### src/rtl/response_checker_debouncer.sv
// button_debouncer: 2-flop synchroniser followed by a stability counter.
// The debounced vector only takes a new value once the synchronised input
// has shown that same value for DEBOUNCE_CYCLES consecutive samples.
//  clk, reset : clock, synchronous active-high reset
//  buttons_i  : raw asynchronous button levels
//  db_o       : debounced button vector
module button_debouncer #(
  parameter int unsigned DEBOUNCE_CYCLES = 500000
) (
  input  logic       clk,
  input  logic       reset,
  input  logic [3:0] buttons_i,
  output logic [3:0] db_o
);

  localparam int unsigned     CNT_W  = 19;
  localparam logic [CNT_W-1:0] TARGET = CNT_W'(DEBOUNCE_CYCLES);

  logic [3:0]       sync1_q, sync1_d;
  logic [3:0]       sync2_q, sync2_d;
  logic [3:0]       cand_q, cand_d;
  logic [3:0]       db_q, db_d;
  logic [CNT_W-1:0] cnt_q, cnt_d;

  always_comb begin
    sync1_d = buttons_i;
    sync2_d = sync1_q;
    cand_d  = cand_q;
    cnt_d   = cnt_q;
    db_d    = db_q;
    // A changed sample restarts the run at length 1; an equal sample
    // extends it, saturating at the target.
    if (sync2_q != cand_q) begin
      cand_d = sync2_q;
      cnt_d  = CNT_W'(1);
    end else if (cnt_q < TARGET) begin
      cnt_d = cnt_q + CNT_W'(1);
    end
    if (cnt_d >= TARGET) begin
      db_d = cand_d;
    end
  end

  always_ff @(posedge clk) begin
    if (reset) begin
      sync1_q <= '0;
      sync2_q <= '0;
      cand_q  <= '0;
      cnt_q   <= '0;
      db_q    <= '0;
    end else begin
      sync1_q <= sync1_d;
      sync2_q <= sync2_d;
      cand_q  <= cand_d;
      cnt_q   <= cnt_d;
      db_q    <= db_d;
    end
  end

  assign db_o = db_q;

endmodule

### config.mk
export PLATFORM = sky130hd
export DESIGN_NAME = button_debouncer
export DESIGN_NICKNAME = d
export VERILOG_FILES = /design/src/rtl/response_checker_debouncer.sv
export SDC_FILE = /design/constraint.sdc
export NUM_CORES = 1
export LEC_CHECK = 0
export CORE_ASPECT_RATIO = 1.4
export CORE_UTILIZATION = 25
export DETAILED_ROUTE_END_ITERATION = 10
export GPL_ROUTABILITY_DRIVEN = 0
export PLACE_DENSITY = 0.45
export SLEW_MARGIN = 10
export SYNTH_ARGS = -nofsm -noshare
export SYNTH_HDL_FRONTEND = slang
export SYNTH_SLANG_ARGS = --single-unit
### constraint.sdc
create_clock -name clk -period 3.7 [get_ports clk]
set_clock_uncertainty 0.05 [all_clocks]
set_input_delay 0.74 -clock clk [delete_from_list [all_inputs] [get_ports clk]]
set_output_delay 0.74 -clock clk [all_outputs]
set_load 0.005 [all_outputs]
Yosys cells after proc, flatten, opt, wreduce, memory -nomap -nowiden
Index checks and enable logic that the tools add are counted.
- register bits after elaboration: 35
- input bits: 6
- output and inout bits: 4
- word-level logic and storage cells: 12
- add/sub/neg operators: 1
- order comparisons: 2
- eq/ne operators: 1
- muxes and demuxes: 3
- operators with widths (cell ; count):
    $mux W19 ; 2
    $add A19 B1 Y19 const B ; 1
    $ge A19 B19 Y1 const B ; 1
    $lt A19 B19 Y1 const B ; 1
    $mux W4 ; 1
    $ne A4 B4 Y1 ; 1

Longest topological paths before layout
Gate-level depths: netlist of the first run.
- depth after elaboration: 4
- gate-level depth with buffers: 9
- depth with buffers taken out: 8

Least setup slack after synthesis of the first run
OpenSTA, ideal clock, no wires.
- kind: reg-to-reg
- from: reg cnt_q[0]
- to: reg db_q[0], in the netlist db_o[0]
- library setup time: 121 ps
- arrival: 2236 ps
- required time: 3529 ps
- setup slack: 1293 ps
- stages on the path, launching flop included: 10
- buffers on the path: 1
- period minus slack after synthesis: 2407 ps
- cell sequence: dfxtp_1 > ha_1 > and4_1 > buf_1 > nand2_1 > a211oi_1 > mux2i_1 > o2111ai_1 > a31oi_4 > mux2_4
- longest elaborated chain between the ends: 4
- elaborated cells on any way between the ends: 5
- classes of those cells: 1 x add/sub; 2 x order compare; 2 x mux
- ends and longest elaborated chain (element ; RTL line ; RTL):
    from (decl) ; 23 ; logic [CNT_W-1:0] cnt_q, cnt_d;
    from (signal assigned) ; 55 ; cnt_q <= cnt_d;
    $add A19 B1 Y19 or $lt A19 B19 Y1 (tied branches) ; 37, 36 ;
    $mux W19 (*) ; 36 ; end else if (cnt_q < TARGET) begin
    $mux W19 (*) ; 33 ; if (sync2_q != cand_q) begin
    $ge A19 B19 Y1 (*) ; 39 ; if (cnt_d >= TARGET) begin
    to (signal assigned) ; 50 ; db_q <= '0;
    to (signal assigned) ; 56 ; db_q <= db_d;
    to (decl) ; 22 ; logic [3:0] db_q, db_d;
Mark *: on every way between the ends. The rest lies on a longest branch, timed or not.
A chain may end at the register's enable or synchronous reset.

Final worst setup path of the first run
- from: reg cnt_q[6]
- to: reg db_q[1], in the netlist db_o[1]
The elaborated chain is that of the path after synthesis.

==> results of run 1 <==
worst max-delay path, stage by stage, from the launching register on:
cell       delay (ps)
dfxtp_1           510
and4_1            510
nand4_4           180
a2111oi_4         350
xor2_1            220
o2111ai_1         190
a31oi_4           290
mux2_4            330
per-layer routing:
metal	share of wire (%)	vias up	GRT usage, %
li1	-	685	-
met1	43	667	12.85
met2	52	18	19.88
met3	2.2	9	2.713
met4	2.7	0	6.334
met5	0	-	0
worst min path at each step:
stage                           from                    end  slack [ps]  depth (start not counted)
6_report       sync1_q[0]$_SDFF_PP0_  sync2_q[0]$_SDFF_PP0_         390                          1
5_1_grt        sync1_q[3]$_SDFF_PP0_  sync2_q[3]$_SDFF_PP0_         410                          1
4_1_cts        sync1_q[3]$_SDFF_PP0_  sync2_q[3]$_SDFF_PP0_         390                          1
2_1_floorplan  sync1_q[0]$_SDFF_PP0_  sync2_q[0]$_SDFF_PP0_         360                          1
3_5_place_dp   sync1_q[3]$_SDFF_PP0_  sync2_q[3]$_SDFF_PP0_         380                          1
3_3_place_gp   sync1_q[3]$_SDFF_PP0_  sync2_q[3]$_SDFF_PP0_         370                          1
Yosys cell counts, drive strengths merged:
library cell / instances / area (um^2)
a2111oi: 4 / 60.06
o211ai: 3 / 27.52
a21oi: 5 / 25.02
o21ai: 5 / 25.02
mux2: 4 / 60.06
a2111o: 1 / 11.26
dfxtp: 35 / 700.7
o2111ai: 3 / 26.28
nand3: 10 / 62.56
ha: 1 / 12.51
nand4: 7 / 58.81
o211a: 1 / 10.01
and4: 7 / 61.31
mux2i: 1 / 10.01
clkbuf: 6 / 22.52
nor2b: 20 / 125.1
and3: 4 / 25.02
nand3b: 1 / 7.510
xnor2: 7 / 61.31
a211o: 1 / 8.760
o31ai: 1 / 21.27
nor2: 16 / 67.56
a211oi: 2 / 20.02
nand2b: 2 / 12.51
nand2: 13 / 48.80
inv: 2 / 7.510
buf: 9 / 61.30
a31oi: 3 / 33.78
nor4: 1 / 21.27
nor3: 3 / 26.28
o41a: 1 / 11.26
and2: 1 / 6.260
xor2: 13 / 113.9
logic make-up after synthesis:
kind of cell / count (synthesis) / synth area share [%]
xor+xnor: 20 / 9.453
flops: 35 / 37.81
fa+ha+maj: 1 / 0.6751
compound gates: 30 / 15.12
simple gates: 85 / 28.22
mux: 5 / 3.781
buf+inv: 17 / 4.929
registers in the layout, indices dropped and copies added, names as in the netlist:
register,cells
cnt_q,19
cand_q,4
db_o,4
sync1_q,4
sync2_q,4
per-stage QoR:
| step | setup slack [ps] | std cells | cell area (um^2) |
|---|---|---|---|
| 2_1_floorplan | 1293 | 193 | 1853 |
| 3_3_place_gp | 941.6 | 283 | 1986 |
| 3_5_place_dp | 956.9 | 283 | 1986 |
| 4_1_cts | 938.9 | 291 | 2074 |
| 5_1_grt | 830.9 | 291 | 2074 |
| 6_report | 958.6 | 291 | 2074 |
area by class of cell:
class                   instances  area, um^2
fillers                       727        4997
multi-input cells             141        1061
flip-flops and latches         35       700.7
well taps                      95       118.9
repair buffers                 10       97.59
clock buffers                   5       68.82
clock inverters                 3       20.02
inverters                       2       7.507
layout by cell type, fill, tap and decap left out, types with 3 or more instances in the layout:
master / n
nand2_1: 13
xor2_1: 13
nor2b_1: 20
and4_1: 7
clkdlybuf4s50_1: 9
xnor2_1: 7
and3_1: 4
mux2_4: 4
dfxtp_1: 35
clkbuf_8: 5
o21ai_0: 5
nor2_1: 15
a21oi_1: 5
nand3_1: 9
nand4_1: 6
o2111ai_1: 3
power by group:
group	leakage (nW)	internal (W)	total, W	switching [W]
clock network	0.0402	0.000131	0.000282	0.000151
logic	0.371	0.0000163	0.0000378	0.0000216
registers	0.284	0.000384	0.000388	0.00000417
total	0.696	0.000531	0.000708	0.000177
==> flow_metrics.env, run 1 <==
export IMPL_clock_root_buffer="clkbuf_8"
export IMPL_placementRows=36
export IMPL_start_kind="register"
export IMPL_cts_buffers=5
export IMPL_die_h_um=103.9
export IMPL_synth_area_mm2=0.001853
export IMPL_wl_per_cell_um=14.22
export IMPL_cts_sinks=35
export IMPL_dpl_hpwl_um=2890
export IMPL_nets=202
export IMPL_cts_tree="built"
export IMPL_rsz0062_at_grt="false"
export IMPL_maxCapViolations=0
export IMPL_drt_iter0_drc=135
export IMPL_cts_resized=0
export IMPL_synth_nets=200
export IMPL_slew_headroom_pct=48.98
export IMPL_grt_pass1_wl_um=6824
export IMPL_timing_rr_start="cnt_q[6]$_SDFF_PP0_"
export IMPL_routed_wl_um=4139
export IMPL_min_path_type="register to register"
export IMPL_grt_max_degree=20
export IMPL_grt_use_total_pct=11.66
export IMPL_ys_types=45
export IMPL_syn_avg_cell_area_um2=9.601
export IMPL_overflow=0
export IMPL_timing_fmax_mhz=364.8
export IMPL_yosysSeqAreaShare_pct=37.81
export IMPL_tns_ps=0
export IMPL_antenna_found_initial=0
export IMPL_post_route_period_util_pct=74.09
export IMPL_peakVddDrop_mv=0.1210
export IMPL_total_power_w=0.0007077
export IMPL_fin_crit_ps=2741
export IMPL_die_x_um=74.76
export IMPL_dr_pass1_iters=4
export IMPL_whs_ps=391.1
export IMPL_vias_per_cell=4.739
export IMPL_ant_nets=0
export IMPL_path_class="register to register"
export IMPL_portBuffers=9
export IMPL_die_area_mm2=0.007765
export IMPL_hold_buffers=0
export IMPL_ys_warn_count=0
export IMPL_initial_core_util_pct=26.20
export IMPL_finalSetupViolations=0
export IMPL_vias=1379
export IMPL_r2r_cells=7
export IMPL_required_ps=3830
export IMPL_ys_ff_latch=35
export IMPL_clk_pin_slew_ps=80
export IMPL_first_global_vias=1357
export IMPL_critPathMaxFanout=11
export IMPL_syn_inst=193
export IMPL_insertion_delay_ps=290
export IMPL_status="completed"
export IMPL_area_delta_synth_final_pct=11.95
export IMPL_cp_end_kind="register"
export IMPL_slew_violations=0
export IMPL_powerDensity_mw_per_mm2=341.2
export IMPL_drc=0
export IMPL_tightestPinTransition_ps=765.3
export IMPL_reg2reg_setup_slack_ps=960
export IMPL_p_leak_nw=0.6957
export IMPL_clock_path_buffers=2
export IMPL_coreArea_mm2=0.007072
export IMPL_worst_ep_arrival_time_ps=2870
export IMPL_finalHoldViolations=0
export IMPL_reg2reg_to="db_o[1]$_SDFFE_PP0P_"
export IMPL_io_pins=10
export IMPL_fin_util_pct=29.33
export IMPL_htree_levels=2
export IMPL_n_antenna_cell=0
export IMPL_drive_gt1_share_pct=12.24
export IMPL_crit_path_start="cnt_q[6]$_SDFF_PP0_"
export IMPL_postCtsSetupBuffers=0
export IMPL_cp_endpoint="db_o[1]$_SDFFE_PP0P_"
Power figures use the tool's default switching activity.
==> run 2, diff against run 1 <==
Clock period 3.7 ns to 2.8 ns, I/O delays scaled along.
==> flow_metrics.env, run 2 (synthesis results as in run 1) <==
export IMPL_cp_end_kind="register"
export IMPL_clock_path_buffers=2
export IMPL_first_global_vias=1383
export IMPL_required_ps=2930
export IMPL_final_cell_mix="35 x dfxtp_1, 20 x nor2b_1, 15 x nor2_1"
export IMPL_grt_pass1_wl_um=6955
export IMPL_placementRows=36
export IMPL_postCtsSetupBuffers=0
export IMPL_clock_root_buffer="clkbuf_8"
export IMPL_die_area_mm2=0.007765
export IMPL_vias_per_cell=4.630
export IMPL_hold_buffers=0
export IMPL_crit_chain="o31ai_4 -> nand3_4 -> a2111o_1 -> xnor2_1 -> nand4_1 -> a31oi_4 -> mux2_4"
export IMPL_routed_wl_um=4142
export IMPL_status="completed"
export IMPL_layout_cells_most_common="dfxtp_1"
export IMPL_timing_fmax_mhz=387.9
export IMPL_nets=211
export IMPL_die_x_um=74.76
export IMPL_cp_num_buf_inv=0
export IMPL_crit_slowest_cell="a2111o_1"
export IMPL_rsz0062_at_grt="false"
export IMPL_cts_tree="built"
export IMPL_initial_core_util_pct=26.20
export IMPL_cts_sinks=35
export IMPL_min_path_type="register to register"
export IMPL_peakVddDrop_mv=0.1651
export IMPL_antenna_found_initial=0
export IMPL_clk_pin_slew_ps=70
export IMPL_maxCapViolations=0
export IMPL_finalHoldViolations=0
export IMPL_finalSetupViolations=0
export IMPL_slowest_delay_ps=460
export IMPL_insertion_delay_ps=290
export IMPL_final_cell_area_mm2=0.002152
export IMPL_p_leak_nw=0.7459
export IMPL_tightestPinTransition_ps=507.7
export IMPL_largest_reg_flops=19
export IMPL_die_h_um=103.9
export IMPL_post_route_period_util_pct=92.08
export IMPL_area_delta_synth_final_pct=16.14
export IMPL_cts_buffers=5
export IMPL_layoutNonFillerInstCount=300
export IMPL_dr_pass1_iters=4
export IMPL_fin_crit_ps=2578
export IMPL_overflow=0
export IMPL_grt_max_degree=18
export IMPL_place_inst=292
export IMPL_drive_gt1_share_pct=17.56
export IMPL_powerDensity_mw_per_mm2=435.0
export IMPL_n_antenna_cell=0
export IMPL_drt_iter0_drc=83
export IMPL_htree_levels=2
export IMPL_slew_violations=0
export IMPL_vias=1389
export IMPL_crit_family="compound AO/OA/AOI/OAI gates"
export IMPL_path_class="register to register"
export IMPL_postPlaceCellArea_mm2=0.002053
export IMPL_wl_per_cell_um=13.81
export IMPL_worst_ep_arrival_time_ps=2710
export IMPL_dpl_hpwl_um=3080
export IMPL_drc=0
export IMPL_largest_register="cnt_q"
export IMPL_ant_nets=0
export IMPL_critPathMaxFanout=9
export IMPL_grt_use_total_pct=11.83
export IMPL_start_kind="register"
export IMPL_portBuffers=9
export IMPL_io_pins=10
export IMPL_tns_ps=0
export IMPL_coreArea_mm2=0.007072
export IMPL_total_power_w=0.0009361
export IMPL_cts_resized=0
export IMPL_slew_headroom_pct=65.28
run 2: cell count changes in the layout (fill, tap and decap cells not counted):
cell / previous run / this run
a211oi_1: 1 / 0
a211oi_2: 1 / 2
and4_1: 7 / 6
and4_2: 0 / 1
buf_4: 1 / 10
mux2i_1: 1 / 0
mux2i_2: 0 / 1
run 2: layout make-up:
class / count / area, um^2
sequential: 35 / 700.7
fill: 771 / 4920
clock buffer: 5 / 68.82
tap: 95 / 118.9
inverter: 2 / 7.507
timing repair buffer: 19 / 165.2
clock inverter: 3 / 20.02
multi-input combinational: 141 / 1071
run 2: power breakdown:
group          internal (W)  total [W]  switching, W
clock network      0.000173   0.000368      0.000195
registers          0.000507   0.000513    0.00000547
logic             0.0000261  0.0000550     0.0000290
total              0.000706   0.000936      0.000230
run 2: routing by layer:
| layer | global-route usage, % | routed length, um | up-vias |
|---|---|---|---|
| met3 | 2.616 | 98 | 10 |
| met1 | 13.55 | 1760 | 647 |
| li1 | - | - | 708 |
| met4 | 6.604 | 131 | 0 |
| met5 | 0 | 0 | - |
| met2 | 19.63 | 2152 | 24 |
run 2: path summary, 6_finish.rpt:
path              slack [ps]  cells after the start                     to             startpoint
setup / recovery         220                      7   db_o[1]$_SDFFE_PP0P_    cnt_q[7]$_SDFF_PP0_
hold / removal           390                      1  sync2_q[1]$_SDFF_PP0_  sync1_q[1]$_SDFF_PP0_
setup reg to reg         220                      7   db_o[1]$_SDFFE_PP0P_    cnt_q[7]$_SDFF_PP0_
hold reg to reg          390                      1  sync2_q[1]$_SDFF_PP0_  sync1_q[1]$_SDFF_PP0_
run 2: worst register-to-register path: cells and delay by family, from the launching register on:
| family | cells | cell delay [ps] |
|---|---|---|
| simple gates | 2 | 370 |
| compound gates | 3 | 1150 |
| flops | 1 | 400 |
| xor+xnor | 1 | 190 |
| mux | 1 | 330 |
run 2: per-stage QoR:
stage | hold WS [ps] | worst slack (ps) | util [%]
6_report | 388.1 | 221.8 | 30.43
5_1_grt | 411.1 | 23.52 | 30.43
4_1_cts | 390.5 | 89.82 | 30.29
3_5_place_dp | 374.8 | 93.12 | 29.03
3_3_place_gp | 370.2 | 114.0 | 29.03
2_1_floorplan | 363.8 | 392.6 | -
==> run 3, diff against run 2 <==
Settings changed: ABC_AREA set to 0, GPL_TIMING_DRIVEN set to 1.
==> results of run 3 <==
The final DEF is identical to that of run 2; final timing and power are the same.
